==> config.mk <==
export PLATFORM = sky130hd
export DESIGN_NAME = seq_divider_flat
export DESIGN_NICKNAME = d
export VERILOG_FILES = /design/src/rtl/seq_divider_if.sv /design/src/rtl/seq_divider.sv /design/src/flat_wrapper.sv
export SDC_FILE = /design/constraint.sdc
export NUM_CORES = 1
export LEC_CHECK = 0
export CELL_PAD_IN_SITES_DETAIL_PLACEMENT = 0
export CELL_PAD_IN_SITES_GLOBAL_PLACEMENT = 2
export CORE_ASPECT_RATIO = 1.2
export CORE_MARGIN = 2
export CORE_UTILIZATION = 35
export CTS_CLUSTER_DIAMETER = 40
export DETAILED_ROUTE_END_ITERATION = 6
export PLACE_DENSITY = 0.87
export SLEW_MARGIN = 25
export SYNTH_ARGS = -nofsm -noshare
export SYNTH_HDL_FRONTEND = slang
export SYNTH_SLANG_ARGS = --single-unit
==> constraint.sdc <==
create_clock -name clk -period 5.9 [get_ports clk]
set_clock_uncertainty 0.15 [all_clocks]
set_input_delay 0.59 -clock clk [delete_from_list [all_inputs] [get_ports clk]]
set_output_delay 0.59 -clock clk [all_outputs]
set_load 0.01 [all_outputs]
==> src/rtl/seq_divider_if.sv <==
// +-----------------------------------------------------------------------------
// | seq_divider_if : request/result bundle between control unit and divider
// | Rev 1.0
// +-----------------------------------------------------------------------------
`default_nettype none

interface seq_divider_if #(
    parameter int WIDTH = 32
) ();
    logic             start;
    logic [WIDTH-1:0] dividend;
    logic [WIDTH-1:0] divisor;
    logic             busy;
    logic             done;
    logic [WIDTH-1:0] quotient;
    logic [WIDTH-1:0] remainder;
    logic             div_by_zero;

    modport master (
        output start, dividend, divisor,
        input  busy, done, quotient, remainder, div_by_zero
    );

    modport slave (
        input  start, dividend, divisor,
        output busy, done, quotient, remainder, div_by_zero
    );
endinterface

`default_nettype wire

==> src/rtl/seq_divider.sv <==
// +-----------------------------------------------------------------------------
// | seq_divider : iterative non-restoring divider, one quotient bit per clock
// | Signed mode enabled by defining SEQ_DIVIDER_SIGNED_EN (default: unsigned)
// | Rev 1.0
// +-----------------------------------------------------------------------------
`default_nettype none

module seq_divider #(
    parameter int WIDTH = 32
) (
    input  wire logic    clk,
    input  wire logic    clr_n,
    seq_divider_if.slave bus
);
    localparam int CNT_W = $clog2(WIDTH) + 1;

    typedef enum logic [1:0] {
        S_IDLE = 2'd0,
        S_RUN  = 2'd1,
        S_FIX  = 2'd2,
        S_ZDIV = 2'd3
    } state_t;

    state_t           r_state, w_state_nxt;
    logic [WIDTH:0]   r_p, w_p_nxt;
    logic [WIDTH-1:0] r_q, w_q_nxt;
    logic [WIDTH-1:0] r_m, w_m_nxt;
    logic [CNT_W-1:0] r_cnt, w_cnt_nxt;
    logic             r_neg_q, w_neg_q_nxt;
    logic             r_neg_r, w_neg_r_nxt;
    logic             r_busy, w_busy_nxt;
    logic             r_done, w_done_nxt;
    logic             r_dbz, w_dbz_nxt;
    logic [WIDTH-1:0] r_quo, w_quo_nxt;
    logic [WIDTH-1:0] r_rem, w_rem_nxt;

    logic             w_a_neg, w_b_neg;
    logic [WIDTH-1:0] w_a_mag, w_b_mag;
    logic [WIDTH:0]   w_p_sh, w_p_step, w_p_fix;

`ifdef SEQ_DIVIDER_SIGNED_EN
    assign w_a_neg = bus.dividend[WIDTH-1];
    assign w_b_neg = bus.divisor[WIDTH-1];
`else
    assign w_a_neg = 1'b0;
    assign w_b_neg = 1'b0;
`endif

    // |MIN| still fits because magnitudes are treated as unsigned
    assign w_a_mag = w_a_neg ? -bus.dividend : bus.dividend;
    assign w_b_mag = w_b_neg ? -bus.divisor  : bus.divisor;

    assign w_p_sh   = {r_p[WIDTH-1:0], r_q[WIDTH-1]};
    assign w_p_step = r_p[WIDTH] ? (w_p_sh + {1'b0, r_m}) : (w_p_sh - {1'b0, r_m});
    assign w_p_fix  = r_p[WIDTH] ? (r_p + {1'b0, r_m}) : r_p;

    always_comb begin
        w_state_nxt = r_state;
        w_p_nxt     = r_p;
        w_q_nxt     = r_q;
        w_m_nxt     = r_m;
        w_cnt_nxt   = r_cnt;
        w_neg_q_nxt = r_neg_q;
        w_neg_r_nxt = r_neg_r;
        w_busy_nxt  = r_busy;
        w_done_nxt  = 1'b0;
        w_dbz_nxt   = r_dbz;
        w_quo_nxt   = r_quo;
        w_rem_nxt   = r_rem;

        case (r_state)
            S_IDLE: begin
                if (bus.start) begin
                    w_p_nxt     = '0;
                    w_m_nxt     = w_b_mag;
                    w_cnt_nxt   = CNT_W'(WIDTH);
                    w_neg_q_nxt = w_a_neg ^ w_b_neg;
                    w_neg_r_nxt = w_a_neg;
                    w_busy_nxt  = 1'b1;
                    w_dbz_nxt   = 1'b0;
                    // Divide-by-zero keeps the raw dividend for the remainder
                    if (bus.divisor == '0) begin
                        w_q_nxt     = bus.dividend;
                        w_state_nxt = S_ZDIV;
                    end else begin
                        w_q_nxt     = w_a_mag;
                        w_state_nxt = S_RUN;
                    end
                end
            end
            S_RUN: begin
                w_p_nxt   = w_p_step;
                w_q_nxt   = {r_q[WIDTH-2:0], ~w_p_step[WIDTH]};
                w_cnt_nxt = r_cnt - CNT_W'(1);
                if (r_cnt == CNT_W'(1)) begin
                    w_state_nxt = S_FIX;
                end
            end
            S_FIX: begin
                w_p_nxt     = w_p_fix;
                w_quo_nxt   = r_neg_q ? -r_q : r_q;
                w_rem_nxt   = r_neg_r ? -w_p_fix[WIDTH-1:0] : w_p_fix[WIDTH-1:0];
                w_done_nxt  = 1'b1;
                w_busy_nxt  = 1'b0;
                w_state_nxt = S_IDLE;
            end
            S_ZDIV: begin
                w_quo_nxt   = '1;
                w_rem_nxt   = r_q;
                w_dbz_nxt   = 1'b1;
                w_done_nxt  = 1'b1;
                w_busy_nxt  = 1'b0;
                w_state_nxt = S_IDLE;
            end
            default: begin
                w_state_nxt = S_IDLE;
                w_busy_nxt  = 1'b0;
            end
        endcase
    end

    always_ff @(posedge clk or negedge clr_n) begin
        if (!clr_n) begin
            r_state <= S_IDLE;
        end else begin
            r_state <= w_state_nxt;
        end
    end

    always_ff @(posedge clk or negedge clr_n) begin
        if (!clr_n) begin
            r_p     <= '0;
            r_q     <= '0;
            r_m     <= '0;
            r_cnt   <= '0;
            r_neg_q <= 1'b0;
            r_neg_r <= 1'b0;
            r_busy  <= 1'b0;
            r_done  <= 1'b0;
            r_dbz   <= 1'b0;
            r_quo   <= '0;
            r_rem   <= '0;
        end else begin
            r_p     <= w_p_nxt;
            r_q     <= w_q_nxt;
            r_m     <= w_m_nxt;
            r_cnt   <= w_cnt_nxt;
            r_neg_q <= w_neg_q_nxt;
            r_neg_r <= w_neg_r_nxt;
            r_busy  <= w_busy_nxt;
            r_done  <= w_done_nxt;
            r_dbz   <= w_dbz_nxt;
            r_quo   <= w_quo_nxt;
            r_rem   <= w_rem_nxt;
        end
    end

    assign bus.busy        = r_busy;
    assign bus.done        = r_done;
    assign bus.div_by_zero = r_dbz;
    assign bus.quotient    = r_quo;
    assign bus.remainder   = r_rem;
endmodule

`default_nettype wire
==> src/flat_wrapper.sv <==
// flat-port wrapper written by rule: the top's interface ports become plain ports
module seq_divider_flat 
#(
    parameter int WIDTH = 32
)
  (clk, clr_n, bus_start, bus_dividend, bus_divisor, bus_busy, bus_done, bus_quotient, bus_remainder, bus_div_by_zero);
  seq_divider_if #(.WIDTH(WIDTH)) bus_i ();
  input  wire logic clk;
  input  wire logic clr_n;
  input wire logic [$bits(bus_i.start)-1:0] bus_start;
  input wire logic [$bits(bus_i.dividend)-1:0] bus_dividend;
  input wire logic [$bits(bus_i.divisor)-1:0] bus_divisor;
  output wire logic [$bits(bus_i.busy)-1:0] bus_busy;
  output wire logic [$bits(bus_i.done)-1:0] bus_done;
  output wire logic [$bits(bus_i.quotient)-1:0] bus_quotient;
  output wire logic [$bits(bus_i.remainder)-1:0] bus_remainder;
  output wire logic [$bits(bus_i.div_by_zero)-1:0] bus_div_by_zero;
  assign bus_i.start = bus_start;
  assign bus_i.dividend = bus_dividend;
  assign bus_i.divisor = bus_divisor;
  assign bus_busy = bus_i.busy;
  assign bus_done = bus_i.done;
  assign bus_quotient = bus_i.quotient;
  assign bus_remainder = bus_i.remainder;
  assign bus_div_by_zero = bus_i.div_by_zero;
  seq_divider #(.WIDTH(WIDTH)) u_core (.clk(clk), .clr_n(clr_n), .bus(bus_i));
endmodule
**Yosys cells after proc, flatten, opt, wreduce, memory -nomap -nowiden**

Cells that the tools add are included.

- Input port bits: 67
- Register bits: 172
- Logic and storage cells: 54

- Mux-type cells: 19
- Add/subtract/negate cells: 4
- Eq/ne operators: 6
- Bitwise logic cells: 1
- Reduce and logical (&&, ||, !) cells: 14

Operators with widths:

| cell | number |
|---|---|
| case mux 32 bit (2 select lines) | 3 |
| 2-to-1 mux 33 bit | 3 |
| case mux 33 bit (3 select lines) | 1 |
| adder 33 x 32 -> 33 bit | 2 |
| subtractor 33 x 32 -> 33 bit | 1 |
| zero test 32 bit | 1 |
| 2-to-1 mux 32 bit | 1 |
| case mux 6 bit (2 select lines) | 1 |
| AND reduction 2 bit | 6 |
| nonzero test 2 bit | 4 |
| equality test 6 x 1 -> 1 bit, second input constant | 1 |
| 2-to-1 mux 2 bit | 3 |
| 2-to-1 mux 6 bit | 1 |
| case mux 2 bit (3 select lines) | 1 |
| subtractor 6 x 1 -> 6 bit, second input constant | 1 |
| equality test 2 bit, second input constant | 2 |
| case mux 1 bit (2 select lines) | 2 |
| 2-to-1 mux 1 bit | 3 |
| nonzero test 3 bit | 1 |
| equality test 2 x 1 -> 1 bit, second input constant | 1 |
| zero test 2 bit | 1 |
| != test 2 x 1 -> 1 bit, second input constant | 1 |
| != test 2 bit, second input constant | 1 |
| OR reduction 2 bit | 1 |
| NOT 1 bit | 1 |

**Logic depth before layout (Yosys ltp)**

- Depth in word-level cells: 4
- Gate-level depth with buffers: 18
- Mapped depth without buffers: 18

**Least setup slack after synthesis**

Ideal clock, no wire load.

- Path kind: flip-flop to flip-flop
- From: register u_core.r_p[32]
- To: register u_core.r_p[18]
- Path buffers: 3
- Data required time: 5.617 ns
- Data arrival time: 4.101 ns
- Slack: 1.516 ns
- Cell stages (with the launch flop): 15
- Cells stage by stage: dfrtp_1 clkbuf_1 buf_1 clkbuf_1 mux2_2 fa_1 a21oi_1 o2bb2ai_1 o41ai_1 o21ai_0 a221o_1 a31oi_1 xnor2_1 a22oi_1 o21ai_0

- Longest elaborated chain between the ends: 2
- Elaborated cells between the ends (all ways): 3
- Classes of those cells: mux (3)

RTL lines:

| what | RTL line | text |
|---|---|---|
| from (decl) | seq_divider.sv:25 | `logic [WIDTH:0] r_p, w_p_nxt;` |
| from (signal assigned) | seq_divider.sv:144 | `r_p <= w_p_nxt;` |
| 2-to-1 mux 33 bit, on equally long branches | seq_divider.sv:55, seq_divider.sv:54 |  |
| case mux 33 bit (3 select lines) (*) | seq_divider.sv:71 | `case (r_state)` |

Mark *: on every way between the ends. The rest lies on a longest branch, timed or not.
A chain may end at the register's enable or synchronous reset.

**Worst setup path in the final report**

- From: register u_core.r_m[5]
- To: register u_core.r_q[0]

- Longest elaborated chain between the ends: 4
- Elaborated cells between the ends (all ways): 5
- Classes of those cells: add/sub (2); mux (2); bitwise (1)

RTL lines:

| what | RTL line | text |
|---|---|---|
| from (decl) | seq_divider.sv:27 | `logic [WIDTH-1:0] r_m, w_m_nxt;` |
| from (signal assigned) | seq_divider.sv:146 | `r_m <= w_m_nxt;` |
| subtractor 33 x 32 -> 33 bit or adder 33 x 32 -> 33 bit (tied branches) | seq_divider.sv:54 | `assign w_p_step = r_p[WIDTH] ? (w_p_sh + {1'b0, r_m}) : (w_p_sh - {1'b0, r_m});` |
| 2-to-1 mux 33 bit (*) | seq_divider.sv:54 |  |
| NOT 1 bit (*) | seq_divider.sv:93 | `w_q_nxt = {r_q[WIDTH-2:0], ~w_p_step[WIDTH]};` |
| case mux 32 bit (2 select lines) (*) | seq_divider.sv:71 |  |
| to (signal assigned) | seq_divider.sv:145 | `r_q <= w_q_nxt;` |
| to (decl) | seq_divider.sv:26 | `logic [WIDTH-1:0] r_q, w_q_nxt;` |

Marked as above.

==> flow_summary.ini <==
[logic_synthesis]
synth-seq-area-share_pct = 37.2
synth_cell_type_count = 65
synth.avg_cell_area_um2 = 9.05
synth_top_family_by_area = compound AO/OA/AOI/OAI gates
synth_warnings = 0
yosys.area_share.simple_pct = 13.9
ys_seq_elements = 172
synth_compound_area_share_pct = 20.3
synthCells = 1278
synth_area_leaders = dfrtp_1 37%, ha_1 7.7%, mux2i_1 7.4%
async_reset_ff_share_pct = 100
synthesis.nets = 1418
synth_area_leader_cell = dfrtp_1
synth-adder-area-share_pct = 8.03
synth-xor-area-share_pct = 6.74
synth_mux_area_share_pct = 11.1
synth_enable_flop_cells = 0
ys.flop_type = dfrtp_1
syn-cell-area_um2 = 11600
netlist.area_leader.share_pct = 37.2

[finish]
final_common_cell = nand2_1
area_delta_synth_final_pct = 20.6
nets = 1532
fill_cells = 3208
final_cell_mix = 172 x nand2_1, 171 x dfrtp_1, 132 x clkdlybuf4s50_1, 117 x o21ai_0, 112 x a21oi_1
antenna_cells = 0
final_layout_size_suffix_gt1_share_pct = 7.26
final-instance-count-excl-fill = 1812

[clock_tree]
cts_resized = 0
numClockSinks = 172
post-cts-setup-buffers = 0
cts_buffer_depth = 2
postCtsHoldBufs = 0
clkLatencyLatePin_ns = 0.44
cts.clk_slew.worst_paths_ns = 0.08
cts_max_level = 4
cts_root_buf = clkbuf_16
cts_tree = done
cts_made_buffers = 17

[sta]
period_needed_ns = 4.89
drv_slew = 0
max_slew_margin_pct = 36.5
fmax_ghz = 0.204
finalSetupTns_ns = 0
rsz0062_at_grt = no
worst_slew_pin_slew_ns = 0.953
finalWorstSetupSlack_ns = 1.01
setup_viol = 0
finalCritPeriodShare_pct = 82.9
hold_viol_final = 0

[placement]
place_congestion = 0.895
dp_slack_ns = 1.10
place_hpwl_um = 27100
portBuffers = 133
dp.cells = 1780

[min_path]
hp-class = in -> async

[power]
p_per_area_nw_per_um2 = 633
p_leak_nw = 6.07
p_total_mw = 8.83
peakVddDrop_mv = 0.257

[job]
maxCapViolCount = 0

[floorplan]
dieArea_um2 = 34500
core_area_um2 = 32400
dieHeight_um = 203
io_pins = 134
initial_core_util_pct = 35.6
rows = 72
die-width_um = 170

[global_route]
grt_pass1_vias = 10132
grt_max_degree = 83
antenna_found_initial = 0
grt_overflow = 0
grt_pass1_wl_um = 57800
grt.total_usage_pct = 21.5

[outcome]
status = complete, no violations

[drt]
drtIter0Drc = 534
routed_via_density = 5.52
drc = 0
routed_wl_um = 36300
wl_per_cell_um = 20.0
antenna_left = 0
first_pass_iters = 5
vias = 10010

[setup_path]
crit_type = reg -> reg
crit_path_max_fanout = 6
critical_path_arrival_ns = 5.10
critPathCaptureType = flip-flop
start_kind = flip-flop
crit_required_ns = 6.11
==> synthesized netlist by cell type, drive strengths merged, types with 12 or more instances <==
cell    instances
ha             71
and3           12
mux2           38
nand2         172
nor3           15
dfrtp         172
o21ai         118
a31oi          17
a22oi          16
nor2           80
a21o           35
xor2           40
nand2b         13
inv            33
a21oi         113
xnor2          49
mux2i          85
nor4           12
clkbuf         45
==> area by class of cell <==
type                       count  area (um2)  area share [%]
clock buffer                  20         457            3.28
clock inverter                12         150            1.08
inverter                      33         124           0.888
multi-input combinational   1020        6950            49.9
sequential                   172        4310            30.9
tap                          407         509            3.65
timing repair buffer         148        1450            10.4
==> critical path, cell delays in order, from the launching register on <==
cell and delay [ns]:
dfrtp_1 0.44, or4_1 0.61, nor3_1 0.33, nand2_1 0.15, nor2_1 0.31, a41oi_1 0.39, xnor2_1 0.24, ha_1 0.38
and3_1 0.24, a221oi_1 0.25, o21ai_0 0.16, a31oi_1 0.19, o211ai_1 0.17, a311oi_1 0.35, xnor2_1 0.19, nand2_1 0.08
a21oi_1 0.16
==> routing by layer <==
layer	vias to the layer above	global-route usage, %	wire (um)
li1	4859	-	-
met1	4884	29.6	17100
met2	236	35.0	17000
met3	31	3.65	1640
met4	0	5.83	607
met5	-	0	0
==> state kept, by name, indices dropped and copies added (netlist names) <==
register                cells
u_core.r_q                 32
u_core.r_m                 32
u_core.bus.quotient        32
u_core.bus.remainder       32
u_core.bus.busy             1
u_core.bus.done             1
u_core.r_cnt                6
u_core.r_p                 33
u_core.r_state              2
u_core.bus.div_by_zero      1
==> power breakdown <==
| part | switching, mW | internal [mW] |
|---|---|---|
| combinational | 3.03 | 2.25 |
| sequential | 0.628 | 1.72 |
| clock | 0.539 | 0.660 |
==> cells by family (layout without fill, tap and decap cells) <==
logic type                 count (synthesis)  in the layout
xor gates and xnor gates                  89             89
buffers and inverters                     86            213
AOI/OAI and AO/OA                        378            378
DFF                                      172            172
and+or+nand+nor                          357            357
muxes                                    123            123
adders and majority gates                 73             73
==> worst paths after layout <==
kind / start / to / slack [ns] / cells after the start
setup / recovery: u_core.r_m[5] / u_core.r_q[0] / 1.01 / 16
hold / removal: clr_n / u_core.bus.quotient[2] / 0.04 / 1
setup reg to reg: u_core.r_m[5] / u_core.r_q[0] / 1.01 / 16
hold reg to reg: u_core.bus.quotient[15] / u_core.bus.quotient[15] / 0.35 / 2
max in group asynchronous: clr_n / u_core.r_p[10] / 4.36 / 2
min in group clk: u_core.bus.quotient[15] / u_core.bus.quotient[15] / 0.35 / 2
==> per-stage QoR <==
stage / util [%] / area, um2 / hold slack, ns
3_3_place_gp: 41.1 / 13300 / 0.332
3_5_place_dp: 41.1 / 13300 / 0.336
5_1_grt: 43.0 / 13900 / 0.106
2_1_floorplan: - / 11600 / 0.144
6_report: 43.0 / 13900 / 0.0372
4_1_cts: 43.0 / 13900 / 0.0691
(Power assumes the default switching activity.)
